File: src/rtl/piso_serializer.sv
// Parallel-in/serial-out serializer with a valid/ready load handshake, a stall input and an end-of-word pulse.
// Accepting a new word on the last-bit cycle lets consecutive words stream with no gap between them.
module piso_serializer #(
    parameter int unsigned WIDTH     = 8,
    parameter bit          LSB_FIRST = 1'b1
) (
    input  logic                     clk_i,
    input  logic                     clear_n_i,
    input  logic                     load_valid_i,
    output logic                     load_ready_o,
    input  logic [WIDTH-1:0]         din_i,
    input  logic                     si_i,
    input  logic                     shift_en_i,
    output logic                     sout_o,
    output logic                     sout_valid_o,
    output logic [WIDTH-1:0]         dout_o,
    output logic [$clog2(WIDTH)-1:0] bit_cnt_o,
    output logic                     done_o
);

    localparam int unsigned     CNT_W    = $clog2(WIDTH);
    localparam logic [CNT_W-1:0] LAST_CNT = CNT_W'(WIDTH - 1);

    typedef enum logic {
        ST_IDLE  = 1'b0,
        ST_SHIFT = 1'b1
    } state_e;

    state_e           state_q, state_d;
    logic [WIDTH-1:0] reg_q, reg_d;
    logic [CNT_W-1:0] cnt_q, cnt_d;
    logic             done_q, done_d;
    logic [WIDTH-1:0] shifted;
    logic             last_bit;
    logic             head_bit;

    // Register contents after one bit is consumed; si fills the vacated end.
    always_comb begin
        if (LSB_FIRST) begin
            shifted  = {si_i, reg_q[WIDTH-1:1]};
            head_bit = reg_q[0];
        end else begin
            shifted  = {reg_q[WIDTH-2:0], si_i};
            head_bit = reg_q[WIDTH-1];
        end
    end

    assign last_bit     = (state_q == ST_SHIFT) && (cnt_q == LAST_CNT) && shift_en_i;
    assign load_ready_o = (state_q == ST_IDLE) || last_bit;

    always_comb begin
        state_d = state_q;
        reg_d   = reg_q;
        cnt_d   = cnt_q;
        done_d  = 1'b0;
        case (state_q)
            ST_IDLE: begin
                if (load_valid_i) begin
                    reg_d   = din_i;
                    cnt_d   = '0;
                    state_d = ST_SHIFT;
                end
            end
            ST_SHIFT: begin
                if (last_bit) begin
                    cnt_d  = '0;
                    done_d = 1'b1;
                    if (load_valid_i) begin
                        reg_d = din_i;
                    end else begin
                        reg_d   = shifted;
                        state_d = ST_IDLE;
                    end
                end else if (shift_en_i) begin
                    reg_d = shifted;
                    cnt_d = cnt_q + CNT_W'(1);
                end
            end
            default: state_d = ST_IDLE;
        endcase
    end

    always_ff @(posedge clk_i) begin
        if (!clear_n_i) begin
            state_q <= ST_IDLE;
            reg_q   <= '0;
            cnt_q   <= '0;
            done_q  <= 1'b0;
        end else begin
            state_q <= state_d;
            reg_q   <= reg_d;
            cnt_q   <= cnt_d;
            done_q  <= done_d;
        end
    end

    assign sout_valid_o = (state_q == ST_SHIFT);
    assign sout_o       = (state_q == ST_SHIFT) & head_bit;
    assign dout_o       = reg_q;
    assign bit_cnt_o    = cnt_q;
    assign done_o       = done_q;

endmodule

File: config.mk
export PLATFORM = sky130hd
export DESIGN_NAME = piso_serializer
export DESIGN_NICKNAME = d
export VERILOG_FILES = /design/src/rtl/piso_serializer.sv
export SDC_FILE = /design/constraint.sdc
export NUM_CORES = 1
export LEC_CHECK = 0
export BUFFER_PORTS_ARGS = -buffer_cell sky130_fd_sc_hd__clkbuf_2
export CAP_MARGIN = 20
export CORE_AREA = 2 2 48 50
export DETAILED_ROUTE_END_ITERATION = 6
export DIE_AREA = 0 0 50 52
export PLACE_DENSITY = 0.6
export SETUP_SLACK_MARGIN = 0.15
export SLEW_MARGIN = 20
export SYNTH_ARGS = -nofsm -noshare
export SYNTH_HDL_FRONTEND = slang
export SYNTH_SLANG_ARGS = --single-unit
File: constraint.sdc
create_clock -name clk_i -period 1.55 [get_ports clk_i]
set_clock_uncertainty 0.1 [all_clocks]
set_input_delay 0.0775 -clock clk_i [delete_from_list [all_inputs] [get_ports clk_i]]
set_output_delay 0.0775 -clock clk_i [all_outputs]
set_load 0.1 [all_outputs]
* Word-level counts from Yosys, hierarchy flattened
Cells that the tools add are included.
** Operators by class
- Reduce and logical (&&, ||, !) cells :: 5
- $add $sub $neg :: 1
- Bitwise logic cells :: 2
- Muxes and demuxes :: 13
- Eq/ne operators :: 3
** Operators with widths (number)
- two-way mux 8 bit :: 4
- case mux 8 bit (2 select lines) :: 1
- two-way mux 3 bit :: 3
- case mux 3 bit (2 select lines) :: 1
- AND reduction 2 bit :: 2
- adder 3 x 1 -> 3 bit, second input constant :: 1
- equality test 3 bit, second input constant :: 1
- two-way mux 1 bit :: 3
- != test 3 x 2 -> 1 bit, second input constant :: 1
- logical AND 1 bit :: 2
- != test 2 bit, second input constant :: 1
- case mux 1 bit (2 select lines) :: 1
- bitwise AND 1 bit :: 1
- logical OR 1 bit :: 1
- inverter 1 bit :: 1
** Storage, ports and cells
- Bits in registers :: 13

* Depth between registers and ports, before layout
- Word-level depth :: 5
- Gate-level depth with buffers :: 6
- Gate-level depth less buffers :: 5

* Worst setup path after synthesis
OpenSTA, ideal clock, no wires.
- Path kind :: reg-to-output
- From :: register cnt_q[0], in the netlist bit_cnt_o[0]
- To :: output port load_ready_o
- Stages on the path, launching flop included :: 5
- Arrival :: 2.173 ns
- Path slack :: -0.800 ns
- Required time :: 1.372 ns
- Path buffers :: 0
- Cells stage by stage :: dfxtp_1 -> ha_1 -> ha_1 -> nand2_1 -> nand2_1
** On the way
- Cells in the longest elaborated chain, start to end :: 4
** Ends and longest elaborated chain
- from (decl) :: RTL line 31 : logic [CNT_W-1:0] cnt_q, cnt_d;
- from (signal assigned) :: RTL line 92 : cnt_q <= cnt_d;
- equality test 3 bit :: RTL line 48 : assign last_bit = (state_q == ST_SHIFT) && (cnt_q == LAST_CNT) && shift_en_i;
- logical AND 1 bit (2 in a row) :: RTL line 48
- logical OR 1 bit :: RTL line 49 : assign load_ready_o = (state_q == ST_IDLE) || last_bit;
- to (decl) :: RTL line 10 : output logic load_ready_o,
Every way passes these cells.

* Worst setup path in the final report
- From :: register cnt_q[1], in the netlist bit_cnt_o[1]
- To :: output port load_ready_o
Same word-level chain as after synthesis.

==> reports/qor.yml <==
power_and_ir_drop:
  ir_drop_mv: 0.5746
  pwr-share-comb: 0.372
  intPower_uw: 543.4
  clkPwrFrac: 0.225
  power.density_mw_per_mm2: 948.8
  p_seq_frac: 0.402
  switching_power_uw: 388.5
  swShare: 0.4169
  p_leak_nw: 0.4100
  p_total_uw: 931.9
sta:
  fin_crit_sh: 0.9318
  final.setup.tns_ns: 0
  rsz0062_at_grt: "true"
  final-setup-viol-count: 0
  max_slew_margin: 0.6404
  maxSlewViolCount: 0
  fmax_mhz: 692.4
  hold_viol: 0
  worst_slew_pin_slew_ns: 0.5416
  period_needed_ns: 1.444
global_routing:
  grt.total_usage: 0.1389
  gr-total-overflow: 0
  grt_max_degree: 14
  grt_pass1_wl_mm: 2.697
  first_global_vias: 632
  antenna_found_initial: 0
setup_path:
  criticalPathCategory: "flop to output port"
  cp.required_ns: 1.37
  r2r_slack_ns: 0.21
  timing.rr.start: "bit_cnt_o[1]"
  ff2ff_path_depth: 5
  timing.rr.end: "dout_o[7]"
  worst_setup_path_start_kind: "flop"
  arrival_ns: 1.27
  critPathCaptureType: "output port"
  critPathMaxFanout: 6
layout:
  synthToLayoutAreaGrowth_pct: 58.27
  regArea_um2: 276.5
  drive_above_1_share: 0.4273
  fin_nets: 126
  fillers: 222
  multi_input_area_um2: 372.9
  diodes: 0
  layout.cells.non_filler: 138
drt:
  vias: 681
  drc: 0
  post_drt_wl_per_cell_um: 11.69
  vias_per_cell: 4.935
  wirelength_mm: 1.613
  drtIter0Drc: 7
  first_pass_iters: 3
  drtAntennaViolNets: 0
yosys:
  syn-cell-area_um2: 620.6
  ys_seq_area_frac: 0.4194
  avgSynthCellArea_um2: 8.501
  synthCells: 73
  synth_fp_nets: 88
  ys_types: 21
  synth_warnings: 0
  synth_seq_cells: 13
placement:
  io_buffers: 27
  dp.final_hpwl_mm: 1.180
  gp_congestion: 0.8020
  dp.cells: 126
status:
  outcome: "finished clean"
floorplanning:
  core_mm2: 0.002106
  die_w_um: 50
  dieArea_mm2: 0.002600
  io_pins: 28
  fp.dieH_um: 52
  rows: 17
  start_util: 0.2947
run:
  max_cap_viol_count: 0
clock_network:
  cts.path.max_buffers: 2
  ctsRootBufferMaster: "clkbuf_4"
  htreeDepth: 1
  clkSinkCount: 13
  post-cts-setup-buffers: 0
  cts_buffers: 3
  clock_latency_ns: 0.28
  cts_tree: "built"
  cts.clk_slew.worst_paths_ns: 0.07
min_path:
  min_from: "si_i"
  min_path_type: "primary input to flop"
  hold-path-endpoint: "dout_o[7]"
  min_path_cells: 3
-- layout by cell type, fill, tap and decap left out, types with 3 or more instances in the layout --
cell           netlist  final
dfxtp_1             13      8
a31oi_1              8      8
o21ai_1              0      8
nand2_1              6      4
a21oi_1              9      9
dlygate4sd3_1        0      8
o21ai_0             16      8
clkbuf_2             0     25
buf_4                0      3
clkbuf_4             0      3
dfxtp_4              0      4
-- cells in the mapped netlist --
cell type  number  share of area
and3_1          1          0.010
buf_2           2          0.016
inv_1           1         0.0060
a21boi_1        2          0.024
a32oi_1         1          0.014
nand3_1         1         0.0081
a31oi_1         8          0.081
ha_1            2          0.040
mux2_2          1          0.018
or3_1           1          0.010
nor2_1          1         0.0060
o21ai_0        16           0.13
and2_1          1          0.010
nor2b_1         2          0.020
clkbuf_1        1         0.0060
mux2i_2         1          0.022
a21oi_1         9          0.073
dfxtp_1        13           0.42
nand4b_1        1          0.014
buf_6           2          0.036
nand2_1         6          0.036
-- cell type report --
class	count	area share
clock buffer	4	0.02675
inverter	1	0.003822
multi-input combinational	54	0.3796
sequential	13	0.2815
tap	28	0.03567
timing repair buffer	38	0.2726
-- flip-flops by register name, indices dropped and copies added, names as in the netlist --
name          flops
sout_valid_o      1
dout_o            8
done_o            1
bit_cnt_o         3
-- worst max-delay path by stage --
stage                 start      endpoint  slack (ns)  depth (start not counted)
6_report       bit_cnt_o[1]  load_ready_o        0.11                          5
5_1_grt        bit_cnt_o[1]  load_ready_o        0.05                          5
4_1_cts        bit_cnt_o[0]  load_ready_o        0.08                          5
3_5_place_dp   bit_cnt_o[1]  bit_cnt_o[0]        0.23                          4
3_3_place_gp   bit_cnt_o[0]     dout_o[0]        0.23                          5
2_1_floorplan  bit_cnt_o[1]     dout_o[0]        0.07                          6
-- through the flow --
stage | util | cell area (um^2) | setup slack, ns | hold WS [ns]
final | 0.4664 | 982.2 | 0.1057 | 0.01345
after global routing | 0.4664 | 982.2 | 0.05443 | 0.02257
after CTS | 0.4664 | 982.2 | 0.08353 | 0.004417
after detailed placement | 0.4124 | 868.3 | 0.2341 | 0.2326
after global placement | 0.4124 | 868.3 | 0.2290 | 0.2295
after floorplan | - | 690.7 | 0.07414 | 0.1043
-- cell families (layout without fill, tap and decap cells) --
| logic type | Yosys count | count (layout) | synth area share |
|---|---|---|---|
| AOI/OAI and AO/OA | 36 | 36 | 0.3206 |
| DFF | 13 | 13 | 0.4194 |
| muxes | 2 | 2 | 0.04032 |
| adders and majority gates | 2 | 2 | 0.04032 |
| buffers and inverters | 6 | 43 | 0.06450 |
| and+or+nand+nor | 14 | 14 | 0.1149 |
-- layer usage --
layer  up-vias  global-route usage  routed length, um
li1        344                   -                  -
met3         3             0.05747                113
met5         -                   0                  0
met1       312              0.1643                752
met4         0             0.04167                 14
met2        22              0.2281                732
-- worst max-delay path: stages (launching register included) --
cell     delay (ns)
dfxtp_4        0.36
ha_4           0.16
ha_4           0.18
nand2_4        0.08
nand2_4        0.05
buf_12         0.16
-- power by group through the flow --
| stage | registers, mW | logic (mW) | clock network [mW] |
|---|---|---|---|
| 2_1_floorplan | 0.541 | 0.101 | 0 |
| 3_3_place_gp | 0.382 | 0.329 | 0 |
| 3_5_place_dp | 0.382 | 0.330 | 0 |
| 4_1_cts | 0.375 | 0.348 | 0.220 |
| 5_1_grt | 0.379 | 0.364 | 0.238 |
| 6_report | 0.375 | 0.347 | 0.210 |
-- repair_timing --
item / in CTS / in global routing
setup endpoints to repair: 1 / 9
resized for setup: 2 / 0
pin swaps: 3 / 9
hold buffers: 8 / 0
hold endpoints to repair: 8 / 0
(Power assumes the default switching activity.)
